File: config.mk
export PLATFORM = sky130hd
export DESIGN_NAME = sdram_arbiter
export DESIGN_NICKNAME = d
export VERILOG_FILES = /design/src/rtl/sdram_arbiter_pkg.sv /design/src/rtl/sdram_arb_pick.sv /design/src/rtl/sdram_arbiter.sv
export SDC_FILE = /design/constraint.sdc
export NUM_CORES = 1
export LEC_CHECK = 0
export CELL_PAD_IN_SITES_DETAIL_PLACEMENT = 0
export CELL_PAD_IN_SITES_GLOBAL_PLACEMENT = 1
export CORE_MARGIN = 10
export CORE_UTILIZATION = 26
export DETAILED_ROUTE_END_ITERATION = 8
export GPL_TIMING_DRIVEN = 0
export HOLD_SLACK_MARGIN = 0.05
export PLACE_DENSITY_LB_ADDON = 0.1
export SYNTH_ARGS = -nofsm -noshare
export SYNTH_HDL_FRONTEND = slang
export SYNTH_SLANG_ARGS = --single-unit
File: constraint.sdc
create_clock -name clock -period 2.2 [get_ports clock]
set_clock_uncertainty 0.05 [all_clocks]
set_input_delay 0.44 -clock clock [delete_from_list [all_inputs] [get_ports clock]]
set_output_delay 0.44 -clock clock [all_outputs]
set_load 0.02 [all_outputs]
File: src/rtl/sdram_arbiter_pkg.sv
// sdram_arbiter_pkg
// Shared types and constants for the two-port KFSDRAM request arbiter.
//   arb_state_t          : arbiter FSM states
//   PORT_CPU, PORT_VIDEO : owner encodings (port 0 / port 1)
//   ADDR_W, NUM_W, DATA_W: KFSDRAM interface widths
package sdram_arbiter_pkg;

  localparam int ADDR_W = 25;
  localparam int NUM_W  = 10;
  localparam int DATA_W = 16;

  localparam logic PORT_CPU   = 1'b0;
  localparam logic PORT_VIDEO = 1'b1;

  typedef enum logic [2:0] {
    IDLE,
    REQUEST,
    TRANSFER,
    RELEASE,
    DRAIN
  } arb_state_t;

endpackage

File: src/rtl/sdram_arb_pick.sv
// sdram_arb_pick
// Winner selection for the two requesters plus the port-1 streak counter.
// Port 1 is preferred; after MAX_CONSECUTIVE port-1 grants made while port 0
// was waiting, port 0 gets the next grant.
//   clock, reset : SDRAM-domain clock, asynchronous active-high reset
//   req0, req1   : pending burst requests
//   take         : a grant is being made this cycle (updates the streak)
//   winner       : PORT_CPU or PORT_VIDEO, valid whenever a req is high
module sdram_arb_pick
  import sdram_arbiter_pkg::*;
#(
  parameter int MAX_CONSECUTIVE = 4
) (
  input  logic clock,
  input  logic reset,
  input  logic req0,
  input  logic req1,
  input  logic take,
  output logic winner
);

  logic [3:0] streak;

  always_comb begin
    winner = PORT_CPU;
    if (req1 && (!req0 || streak != 4'(MAX_CONSECUTIVE)))
      winner = PORT_VIDEO;
  end

  // The streak only grows while port 0 is actually being held off; it can
  // never pass MAX_CONSECUTIVE because reaching it hands the next grant to
  // port 0, which clears it.
  always_ff @(posedge clock or posedge reset) begin
    if (reset) begin
      streak <= '0;
    end else if (take) begin
      if (winner == PORT_VIDEO && req0)
        streak <= streak + 4'd1;
      else
        streak <= '0;
    end
  end

endmodule

File: src/rtl/sdram_arbiter.sv
// sdram_arbiter
// Shares the single KFSDRAM burst request interface between the CPU port
// (port 0) and the video FIFO port (port 1). One whole burst is granted at a
// time; the request/flag/idle handshake is sequenced by a small FSM, write
// data is steered to the controller, read data is registered back, and the
// transferred words are counted to flag length mismatches.
// Ports:
//   clock, reset                 : SDRAM clock, async active-high reset
//   reqN, weN, addrN, numN       : burst request, direction, start, length
//   wdataN                       : current write word of port N
//   grantN                       : port N owns the controller
//   wstrobeN                     : port N write word consumed this cycle
//   rvalidN, rdata               : registered read word for port N
//   doneN, len_err               : burst-complete pulse, word-count mismatch
//   ctl_*                        : KFSDRAM request interface
module sdram_arbiter
  import sdram_arbiter_pkg::*;
#(
  parameter int MAX_CONSECUTIVE = 4
) (
  input  logic              clock,
  input  logic              reset,
  input  logic              req0,
  input  logic              req1,
  input  logic              we0,
  input  logic              we1,
  input  logic [ADDR_W-1:0] addr0,
  input  logic [ADDR_W-1:0] addr1,
  input  logic [NUM_W-1:0]  num0,
  input  logic [NUM_W-1:0]  num1,
  input  logic [DATA_W-1:0] wdata0,
  input  logic [DATA_W-1:0] wdata1,
  output logic              grant0,
  output logic              grant1,
  output logic              wstrobe0,
  output logic              wstrobe1,
  output logic              rvalid0,
  output logic              rvalid1,
  output logic [DATA_W-1:0] rdata,
  output logic              done0,
  output logic              done1,
  output logic              len_err,
  output logic [ADDR_W-1:0] ctl_address,
  output logic [NUM_W-1:0]  ctl_access_num,
  output logic [DATA_W-1:0] ctl_data_in,
  input  logic [DATA_W-1:0] ctl_data_out,
  output logic              ctl_write_request,
  output logic              ctl_read_request,
  input  logic              ctl_write_flag,
  input  logic              ctl_read_flag,
  input  logic              ctl_idle
);

  arb_state_t        state, next_state;
  logic              owner, owner_we;
  logic [ADDR_W-1:0] owner_addr;
  logic [NUM_W-1:0]  owner_num;
  logic [NUM_W-1:0]  word_cnt;
  logic              winner, take, flag, granted, rd_word;

  function automatic logic [NUM_W-1:0] sat_inc(input logic [NUM_W-1:0] v);
    return (v == '1) ? v : v + NUM_W'(1);
  endfunction

  assign take    = (state == IDLE) && ctl_idle && (req0 || req1);
  assign flag    = owner_we ? ctl_write_flag : ctl_read_flag;
  assign granted = (state == REQUEST) || (state == TRANSFER) || (state == RELEASE);
  assign rd_word = granted && !owner_we && ctl_read_flag;

  sdram_arb_pick #(
    .MAX_CONSECUTIVE(MAX_CONSECUTIVE)
  ) u_pick (
    .clock (clock),
    .reset (reset),
    .req0  (req0),
    .req1  (req1),
    .take  (take),
    .winner(winner)
  );

  always_ff @(posedge clock or posedge reset) begin
    if (reset) state <= IDLE;
    else       state <= next_state;
  end

  always_comb begin
    next_state = state;
    case (state)
      IDLE:     if (take)     next_state = REQUEST;
      REQUEST:  if (flag)     next_state = TRANSFER;
      TRANSFER: if (!flag)    next_state = RELEASE;
      RELEASE:  next_state = ctl_idle ? IDLE : DRAIN;
      DRAIN:    if (ctl_idle) next_state = IDLE;
      default:  next_state = IDLE;
    endcase
  end

  // The first word can arrive on the cycle the flag first rises, while the
  // FSM is still in REQUEST, so that cycle is counted as well.
  always_ff @(posedge clock or posedge reset) begin
    if (reset) begin
      owner      <= PORT_CPU;
      owner_we   <= 1'b0;
      owner_addr <= '0;
      owner_num  <= '0;
      word_cnt   <= '0;
    end else if (take) begin
      owner      <= winner;
      owner_we   <= winner ? we1 : we0;
      owner_addr <= winner ? addr1 : addr0;
      owner_num  <= winner ? num1 : num0;
      word_cnt   <= '0;
    end else if ((state == REQUEST || state == TRANSFER) && flag) begin
      word_cnt   <= sat_inc(word_cnt);
    end
  end

  always_ff @(posedge clock or posedge reset) begin
    if (reset) begin
      rdata   <= '0;
      rvalid0 <= 1'b0;
      rvalid1 <= 1'b0;
    end else begin
      rvalid0 <= rd_word && (owner == PORT_CPU);
      rvalid1 <= rd_word && (owner == PORT_VIDEO);
      if (rd_word) rdata <= ctl_data_out;
    end
  end

  always_comb begin
    ctl_write_request = 1'b0;
    ctl_read_request  = 1'b0;
    ctl_address       = '0;
    ctl_access_num    = '0;
    done0             = 1'b0;
    done1             = 1'b0;
    len_err           = 1'b0;
    case (state)
      REQUEST: begin
        ctl_write_request = owner_we;
        ctl_read_request  = !owner_we;
        ctl_address       = owner_addr;
        ctl_access_num    = owner_num;
      end
      TRANSFER: begin
        ctl_address       = owner_addr;
        ctl_access_num    = owner_num;
      end
      RELEASE: begin
        done0             = (owner == PORT_CPU);
        done1             = (owner == PORT_VIDEO);
        len_err           = (word_cnt != owner_num);
      end
      default: ;
    endcase
  end

  always_comb begin
    grant0      = granted && (owner == PORT_CPU);
    grant1      = granted && (owner == PORT_VIDEO);
    wstrobe0    = grant0 && owner_we && ctl_write_flag;
    wstrobe1    = grant1 && owner_we && ctl_write_flag;
    ctl_data_in = '0;
    if (granted && owner_we)
      ctl_data_in = (owner == PORT_VIDEO) ? wdata1 : wdata0;
  end

endmodule

Word-level counts from Yosys, hierarchy flattened
Cells that the tools add are included.
{ "op_classes": {"n_addsub": 2, "n_eq_ne": 12, "n_mux": 24, "bitwise": 1, "n_reduce_logical": 27} }
{ "ops": {"columns": ["op", "count"], "rows": [
  ["$mux W10", 5],
  ["$mux W25", 2],
  ["$mux W16", 2],
  ["$logic_and A1 B1 Y1", 16],
  ["$mux W3", 5],
  ["$pmux W3 S5", 1],
  ["$add A10 B1 Y10 const B", 1],
  ["$eq A10 B10 Y1 const B", 1],
  ["$ne A10 B10 Y1", 1],
  ["$ne A2 B2 Y1 const B", 5],
  ["$mux W1", 8],
  ["$eq A3 B2 Y1 const B", 2],
  ["$add A4 B1 Y4 const B", 1],
  ["$logic_or A1 B1 Y1", 4],
  ["$mux W4", 1],
  ["$ne A4 B3 Y1 const B", 1],
  ["$reduce_and A4 Y1", 1],
  ["$eq A3 B1 Y1 const B", 1],
  ["$eq A3 B3 Y1 const B", 1],
  ["$logic_not A3 Y1", 1],
  ["$logic_not A1 Y1", 2],
  ["$reduce_and A2 Y1", 1],
  ["$reduce_bool A2 Y1", 1],
  ["$reduce_or A2 Y1", 1],
  ["$not A1 Y1", 1]
]} }
{ "totals": {"ff_bits": 72, "input_bits": 127, "output_inout_bits": 78, "wordCells": 76} }

Depth between registers and ports, before layout
Gate-level depths: netlist of the first run.
{ "logic_depth": {"depth_word": 6, "depth_mapped": 8, "ltp_nobuf": 6} }

Modules after synthesis
A second synthesis of the first run with hierarchy kept.
{ "unflattened": {"hier_cells": 407, "area_unflattened_um2": 3960.0} }
{ "by_module_without_submodules": {"columns": ["mod", "n_inst", "cells_each", "area_per_inst_um2", "seq_area_each_um2"], "rows": [
  ["sdram_arbiter", 1, 381, 3707.3, 1701.6],
  ["sdram_arb_pick", 1, 26, 252.7, 100.1]
]} }

Least setup slack after synthesis of the first run
No wires, ideal clock.
{ "synth_path": {"kind": "flip-flop to output port", "start": "register state[1]", "end": "output port ctl_data_in[10]", "t_arrival_ns": 1.320, "required_ns": 1.710, "path_slack_ns": 0.390, "path_stages_with_launch": 7, "n_path_buf": 2, "path_cell_list": "dfrtp_1 > buf_6 > nor2_1 > nor2_1 > nand2_1 > clkbuf_1 > nor2_1"} }
{ "synth_via": {"elab_chain_len": 5, "elab_cells_between_ends": 7, "cone_classes": "3 x eq/ne; 1 x mux; 3 x reduce/logical"} }
{ "synth_lines": {"columns": ["item", "line", "rtl"], "rows": [
  ["start: declaration", "sdram_arbiter.sv:54", "arb_state_t state, next_state;"],
  ["start signal: assignment", "sdram_arbiter.sv:83", "else state <= next_state;"],
  ["$eq A3 B1 Y1 or $eq A3 B2 Y1 (tied branches)", "sdram_arbiter.sv:67", "assign granted = (state == REQUEST) || (state == TRANSFER) || (state == RELEASE);"],
  ["$logic_or A1 B1 Y1", "sdram_arbiter.sv:67", null],
  ["$logic_or A1 B1 Y1 *", "sdram_arbiter.sv:67", null],
  ["$logic_and A1 B1 Y1 *", "sdram_arbiter.sv:164", "if (granted && owner_we)"],
  ["$mux W16 *", "sdram_arbiter.sv:164", null],
  ["end: declaration", "sdram_arbiter.sv:45", "output logic [DATA_W-1:0] ctl_data_in,"]
]} }
Every way passes the cells marked *; elsewhere a longest branch is shown, timed or not.

Worst setup path after layout of the first run
{ "layout_path": {"start": "register state[1]", "end": "output port ctl_access_num[8]"} }
{ "layout_via": {"elab_chain_len": 3, "elab_cells_between_ends": 4, "cone_classes": "2 x eq/ne; 1 x mux; 1 x reduce/logical"} }
{ "layout_lines": {"columns": ["item", "line", "rtl"], "rows": [
  ["$eq A3 B1 Y1 or $eq A3 B2 Y1 (tied branches)", "sdram_arbiter.sv:138", "case (state)"],
  ["$reduce_or A2 Y1 (no line) *", null, null],
  ["$mux W10 *", "sdram_arbiter.sv:138", null],
  ["end: declaration", "sdram_arbiter.sv:44", "output logic [NUM_W-1:0] ctl_access_num,"]
]} }
Marked as above.

==> reports/results.txt, run 1 <==
status: finished with violations
failing checks: setup timing
iteration-0 DRC count of the detailed router: 138
synthesized flop and latch total: 72
overall power: 9808 uW
Total GRT Usage: 14.70%
slowest CP cell: dfrtp_1
Slew HR: 43.88%
crit path buf inv count: 4
Clock Latency Late Sink: 340 ps
clock tree buffer depth: 2
Die Ht: 143.9 um
CP max stage delay: 390 ps
cts hold-fix bufs: 0
RePlAce Congestion: 0.8274
area delta synth->final: 70.99%
I/O pins: 205
Die Width: 143.9 um
DIE AREA: 20720 um2
most frequent cells in the layout: 144 x clkdlybuf4s50_1, 82 x nand2_1, 71 x dfrtp_1
DRC: 0
antenna-violating nets left: 0
crit-path max FO: 5
Worst Hold Class: reg2reg
Placeable Area: 15150 um2
leakage: 0.003019 uW
critical path class: reg2out
Mapped Cells: 448
Initial Util: 26.37%
register area: 1803 um2
H-tree Lvls: 3
cell count after placement: 841
final setup vio count: 14
RSZ-0062 raised after global routing: yes
prevailing post-synth register cell: dfrtp_1
critical path, cell by cell: buf_6 -> xor2_4 -> buf_4 -> clkbuf_8 -> and3_1 -> buf_2
Synth Warn #: 0
Worst Path Required: 1710 ps
num rows: 45
Critical Path Start Type: flip-flop
drt wl/cell: 18.24 um
f_max: 447.4 MHz
largest net degree at the start of global routing: 38
footprint of the multi-input gates: 2093 um2
crit-path leading delay family: buffers and inverters
crit path DAT: 1750 ps
IO Port Bufs: 204
gr ovfl total: 0
share of layout cells above drive strength 1: 23.46%
final cell count without fillers: 870
number of synthesized flops with an enable pin: 0
Pwr Density: 1436 nW/um2
Clk pin slew, worst setup/hold paths: 60 ps
Slew @ Worst Pin: 840.0 ps
ant diodes: 0
crit end category: primary output
fin. max-slew vios: 0
nets: 807
Root Driver: clkbuf_16
MaxCap Viol Count: 0
mapped cell area: 3994 um2
commonest non-fill, non-tap cell in the layout: clkdlybuf4s50_1
post-layout minimum cycle time: 2235 ps
via count: 4132
vias in the first global route: 4331
distinct cell type count of the synthesized netlist: 48
routed vias/inst: 4.749
Max IR drop VDD: 634.8 uV
final worst slack: -35.17 ps
initial antenna violation count: 0
Synth Area per Inst: 8.915 um2
final hold vios: 0
sequential cell area fraction in the yosys report: 45.11%
Post-DP HPWL: 11890 um
Post-Synthesis Net Count: 578
Post-synth ARST share: 100.0%
Filler cells: 1557
first-pass GRT wire length: 23650 um
routed wire length: 15870 um
Pre-Repair DR Iteration Count: 4
CTS buffer count: 9
fin crit share: 101.6%
CTS tree: built
Clock Sinks: 72
-- path summary, 6_finish.rpt --
kind                       slack (ps)  cells past startpoint             start                end
max in group asynchronous         860                      3             reset       owner_num[3]
min                               430                      1  u_pick.streak[3]   u_pick.streak[3]
max                               -40                      6          state[1]  ctl_access_num[8]
min in group asynchronous         560                      2             reset           state[2]
max reg2reg                       170                      7  u_pick.streak[0]           owner_we
min reg2reg                       430                      1  u_pick.streak[3]   u_pick.streak[3]
-- worst reg2reg max path, stage by stage (launching register included) --
cell	delay, ps
dfrtp_1	420
inv_1	60
ha_1	210
nand4b_1	120
and2_1	450
buf_2	370
nand2_1	100
a31oi_1	170
-- where the power goes --
| group | internal [uW] | switching (uW) |
|---|---|---|
| clock network | 1050 | 580 |
| logic | 2890 | 3070 |
| registers | 1890 | 332 |
| total | 5830 | 3980 |
-- cell type report --
class | count | share of cell area (%)
clock buffer | 11 | 3.701
clock inverter | 5 | 1.154
tap | 188 | 3.444
multi-input combinational | 336 | 30.65
buffer | 31 | 3.683
inverter | 7 | 0.4397
sequential | 72 | 26.40
timing repair buffer | 220 | 30.52
-- synth_stat cells (all sizes together), types with 3 or more instances --
cell,count,share of area (%)
nand2,83,7.8
dfrtp,72,45
nor2,62,5.9
a31oi,38,6.0
and3,36,5.8
clkbuf,20,1.9
mux2i,18,4.5
mux2,17,4.8
buf,13,1.9
nand3,9,1.4
o21ai,8,1.0
inv,7,0.66
xor2,7,2.0
a21oi,6,0.75
nor3,6,0.75
xnor2,5,1.1
o31ai,4,0.75
ha,3,0.94
nand2b,3,0.47
nand4,3,0.47
nor4,3,0.85
-- cells by family (layout without fill, tap and decap cells) --
logic type	Yosys count	count (layout)	synth area share, %
AO/OA/AOI/OAI	68	68	10.93
flip-flops	72	72	45.11
adder cells (fa/ha/maj)	3	3	0.9399
XOR/XNOR	12	12	3.102
buffers and inverters	40	274	4.480
multiplexers	35	35	9.304
AND/OR/NAND/NOR	218	218	26.13
-- timing repair --
action                                  CTS  global route
endpoints found under the setup margin   61            88
cloned                                    3             1
resized for setup                       257            76
pin swaps                                 2             7
buffers inserted                          6             7
-- through the flow --
stage	cell area (um2)	setup TNS, ps	util, %	setup slack, ps	hold slack [ps]
2_1_floorplan	3998	0	-	389.9	387.5
3_3_place_gp	6275	-33840	41.43	-413.5	413.6
3_5_place_dp	6295	-27020	41.56	-417.6	417.4
4_1_cts	6660	-1132	43.97	-99.69	434.0
5_1_grt	6829	-2012	45.09	-110.1	449.4
6_report	6829	-296.2	45.09	-35.17	429.2
-- sequential cells by signal (all words and copies together), names as in the netlist --
signal	flops
owner_addr	25
rvalid0	1
owner_we	1
owner_num	10
rdata	16
owner	1
state	3
u_pick.streak	4
rvalid1	1
word_cnt	10
-- layer usage --
metal / global-route usage (%) / wire length, um
met5: 0 / 0
met4: 3.385 / 116
met3: 7.096 / 1597
met2: 23.71 / 7366
met1: 17.19 / 6788
No activity file was read; power rests on OpenSTA's default activity.
==> run 2, diff against run 1 <==
Settings changed: CAP_MARGIN from default to 20, CTS_BUF_LIST from default to sky130_fd_sc_hd__clkbuf_8.
==> reports/results.txt, run 2 (same netlist as run 1, synthesis figures left out) <==
critical path, cell by cell: buf_6 -> xor2_4 -> buf_12 -> buf_8 -> buf_8 -> and3_4 -> buf_6
final worst slack: -59.31 ps (-24.15 ps)
final setup vio count: 19 (+5)
clock tree buffer depth: 2 (unchanged)
cts hold-fix bufs: 0 (unchanged)
final hold vios: 0 (unchanged)
Total GRT Usage: 14.77% (+0.069 points)
cell count after placement: 841 (unchanged)
nets: 808 (+0.12%)
routed vias/inst: 4.745 (about the same)
Hold Crit Endpoint: u_pick.streak[3]
I/O pins: 205 (unchanged)
Reg2Reg Depth: 7 (unchanged)
Post-DP HPWL: 11890 um (unchanged)
status: finished with violations
H-tree Lvls: 3 (unchanged)
DR WL met3: 1707 um (+6.9%)
DRC: 0 (unchanged)
Slew HR: 44.06% (+0.17 points)
RePlAce Congestion: 0.8274 (unchanged)
ant diodes: 0 (unchanged)
setup slack, reg-to-reg: 170 ps (about the same)
overall power: 10060 uW (+2.6%)
CTS buffer count: 9 (unchanged)
Gate power share: 65.7% (+5.0 points)
Root Driver: clkbuf_8
CP max stage delay: 380 ps (about the same)
Die Width: 143.9 um (unchanged)
antenna-violating nets left: 0 (unchanged)
Slew @ Worst Pin: 837.4 ps (-2.619 ps)
crit end category: primary output
iteration-0 DRC count of the detailed router: 112 (-19%)
Biggest register: owner_addr
DIE AREA: 20720 um2 (unchanged)
crit-path max FO: 6 (+1)
crit-path leading delay family: buffers and inverters
part of the power in the clock network: 12.4% (-4.2 points)
crit path DAT: 1770 ps (+20 ps)
Psw: 4070 uW (+2.3%)
M1 wire length: 6639 um (-2.2%)
IO Port Bufs: 204 (unchanged)
RSZ-0062 raised after global routing: yes
Max IR drop VDD: 676.6 uV (+6.6%)
fin. max-slew vios: 0 (unchanged)
DR WL met2: 7387 um (+0.29%)
Flop pwr share: 22.0% (-0.6 points)
area delta synth->final: 74.12%
largest net degree at the start of global routing: 38 (unchanged)
slowest CP cell: dfrtp_1
num rows: 45 (unchanged)
hold depth: 1 (unchanged)
Pwr Density: 1447 nW/um2 (+0.71%)
Clk pin slew, worst setup/hold paths: 90 ps (+30 ps)
final cell count without fillers: 871 (+0.11%)
gr ovfl total: 0 (unchanged)
post-layout minimum cycle time: 2259 ps (+24.15 ps)
routed wire length: 15860 um (about the same)
commonest non-fill, non-tap cell in the layout: clkdlybuf4s50_1
f_max: 442.6 MHz (-1.1%)
fin crit share: 102.7% (+1.1 points)
CTS tree: built
top flop regs: owner_addr (25), rdata (16)
most frequent cells in the layout: 144 x clkdlybuf4s50_1, 82 x nand2_1, 69 x dfrtp_1
critical path class: reg2out
failing checks: setup timing
FF-to-FF Start: state[1]
share of layout cells above drive strength 1: 26.94% (+3.5 points)
via count: 4133 (+0.024%)
Largest register FFs: 25 (unchanged)
P_int: 5989 uW (+2.7%)
Switching Fraction: 40.46% (-0.094 points)
Die Ht: 143.9 um (unchanged)
Hold Path Origin: u_pick.streak[3]
Worst Path Required: 1710 ps (about the same)
first-pass GRT wire length: 23730 um (+0.32%)
initial antenna violation count: 0 (unchanged)
crit path buf inv count: 5 (+1)
vias in the first global route: 4315 (-0.37%)
Placeable Area: 15150 um2 (unchanged)
Pre-Repair DR Iteration Count: 4 (unchanged)
MaxCap Viol Count: 0 (unchanged)
Top Layer Used: met4
Clock Sinks: 72 (unchanged)
drt wl/cell: 18.21 um (-0.17%)
Critical Path Start Type: flip-flop
leakage: 0.002976 uW (-1.4%)
Initial Util: 26.37% (unchanged)
Worst Hold Class: reg2reg
RR Endpoint: owner_addr[8]
Clock Latency Late Sink: 370 ps (+30 ps)
==> run 2: cell count changes in the layout (fill, tap and decap cells not counted), moves of 2 or more <==
cell,change
clkbuf_1,+3
dfrtp_1,-2
and3_1,-20
buf_6,+21
buf_8,+5
dfrtp_2,+2
buf_2,-8
clkbuf_8,+5
clkbuf_16,-9
and3_4,+20
buf_4,-12
clkbuf_4,-3
==> run 2: power by group through the flow <==
| stage | Sequential [uW] | Clock, uW | Combinational, uW |
|---|---|---|---|
| 2_1_floorplan | 2350 | 0 | 2880 |
| 3_3_place_gp | 2200 | 0 | 5530 |
| 3_5_place_dp | 2220 | 0 | 5540 |
| 4_1_cts | 2210 | 1280 | 6300 |
| 5_1_grt | 2290 | 1350 | 7090 |
| 6_report | 2210 | 1250 | 6600 |
==> run 2: worst max-delay path by stage <==
| stage | from | slack (ps) | end | depth (start not counted) |
|---|---|---|---|---|
| after floorplan | state[1] | 390 | ctl_data_in[10] | 6 |
| after global placement | state[1] | -410 | ctl_address[14] | 5 |
| after detailed placement | state[1] | -420 | ctl_address[14] | 5 |
| after CTS | state[2] | -140 | ctl_data_in[8] | 6 |
| after global routing | state[0] | -120 | ctl_address[14] | 7 |
| final | state[0] | -60 | ctl_address[12] | 7 |
==> run 2: routing by layer <==
metal / GRT usage, % / up-vias
met5: 0 / -
met4: 3.278 / 0
met3: 8.020 / 11
met2: 23.67 / 156
met1: 16.91 / 1937
li1: - / 2029
==> run 2: metrics by stage <==
step,setup TNS (ps),area (um2),hold WS (ps),setup slack (ps),utilization (%)
after CTS,-3226,6835,437.2,-142.1,45.13
after detailed placement,-27020,6295,417.4,-417.6,41.56
after global placement,-33840,6275,413.6,-413.5,41.43
final,-578.0,6954,438.8,-59.31,45.91
after floorplan,0,3998,387.5,389.9,-
after global routing,-2525,6954,453.0,-123.1,45.91
==> run 2: cell type report <==
class | count | area [um2]
Multi-Input combinational cell | 336 | 2201
Clock inverter | 5 | 78.83
Sequential cell | 72 | 1805
Clock buffer | 11 | 151.4
Fill cell | 1548 | 8192
Buffer | 33 | 261.5
Timing Repair Buffer | 219 | 2191
Tap cell | 188 | 235.2
Inverter | 7 | 30.03
==> run 2: what timing repair did <==
| action | CTS | global route |
|---|---|---|
| gates cloned | 3 | 0 |
| setup buffers | 8 | 4 |
| pin swaps | 16 | 4 |
| gates resized for setup | 323 | 71 |
| setup endpoints to repair | 63 | 77 |
==> run 3, diff against run 2 <==
Settings changed: CTS_CLUSTER_SIZE from default to 12.
==> results of run 3 <==
Same layout as run 2: the final DEF is identical, and so are final timing and power.
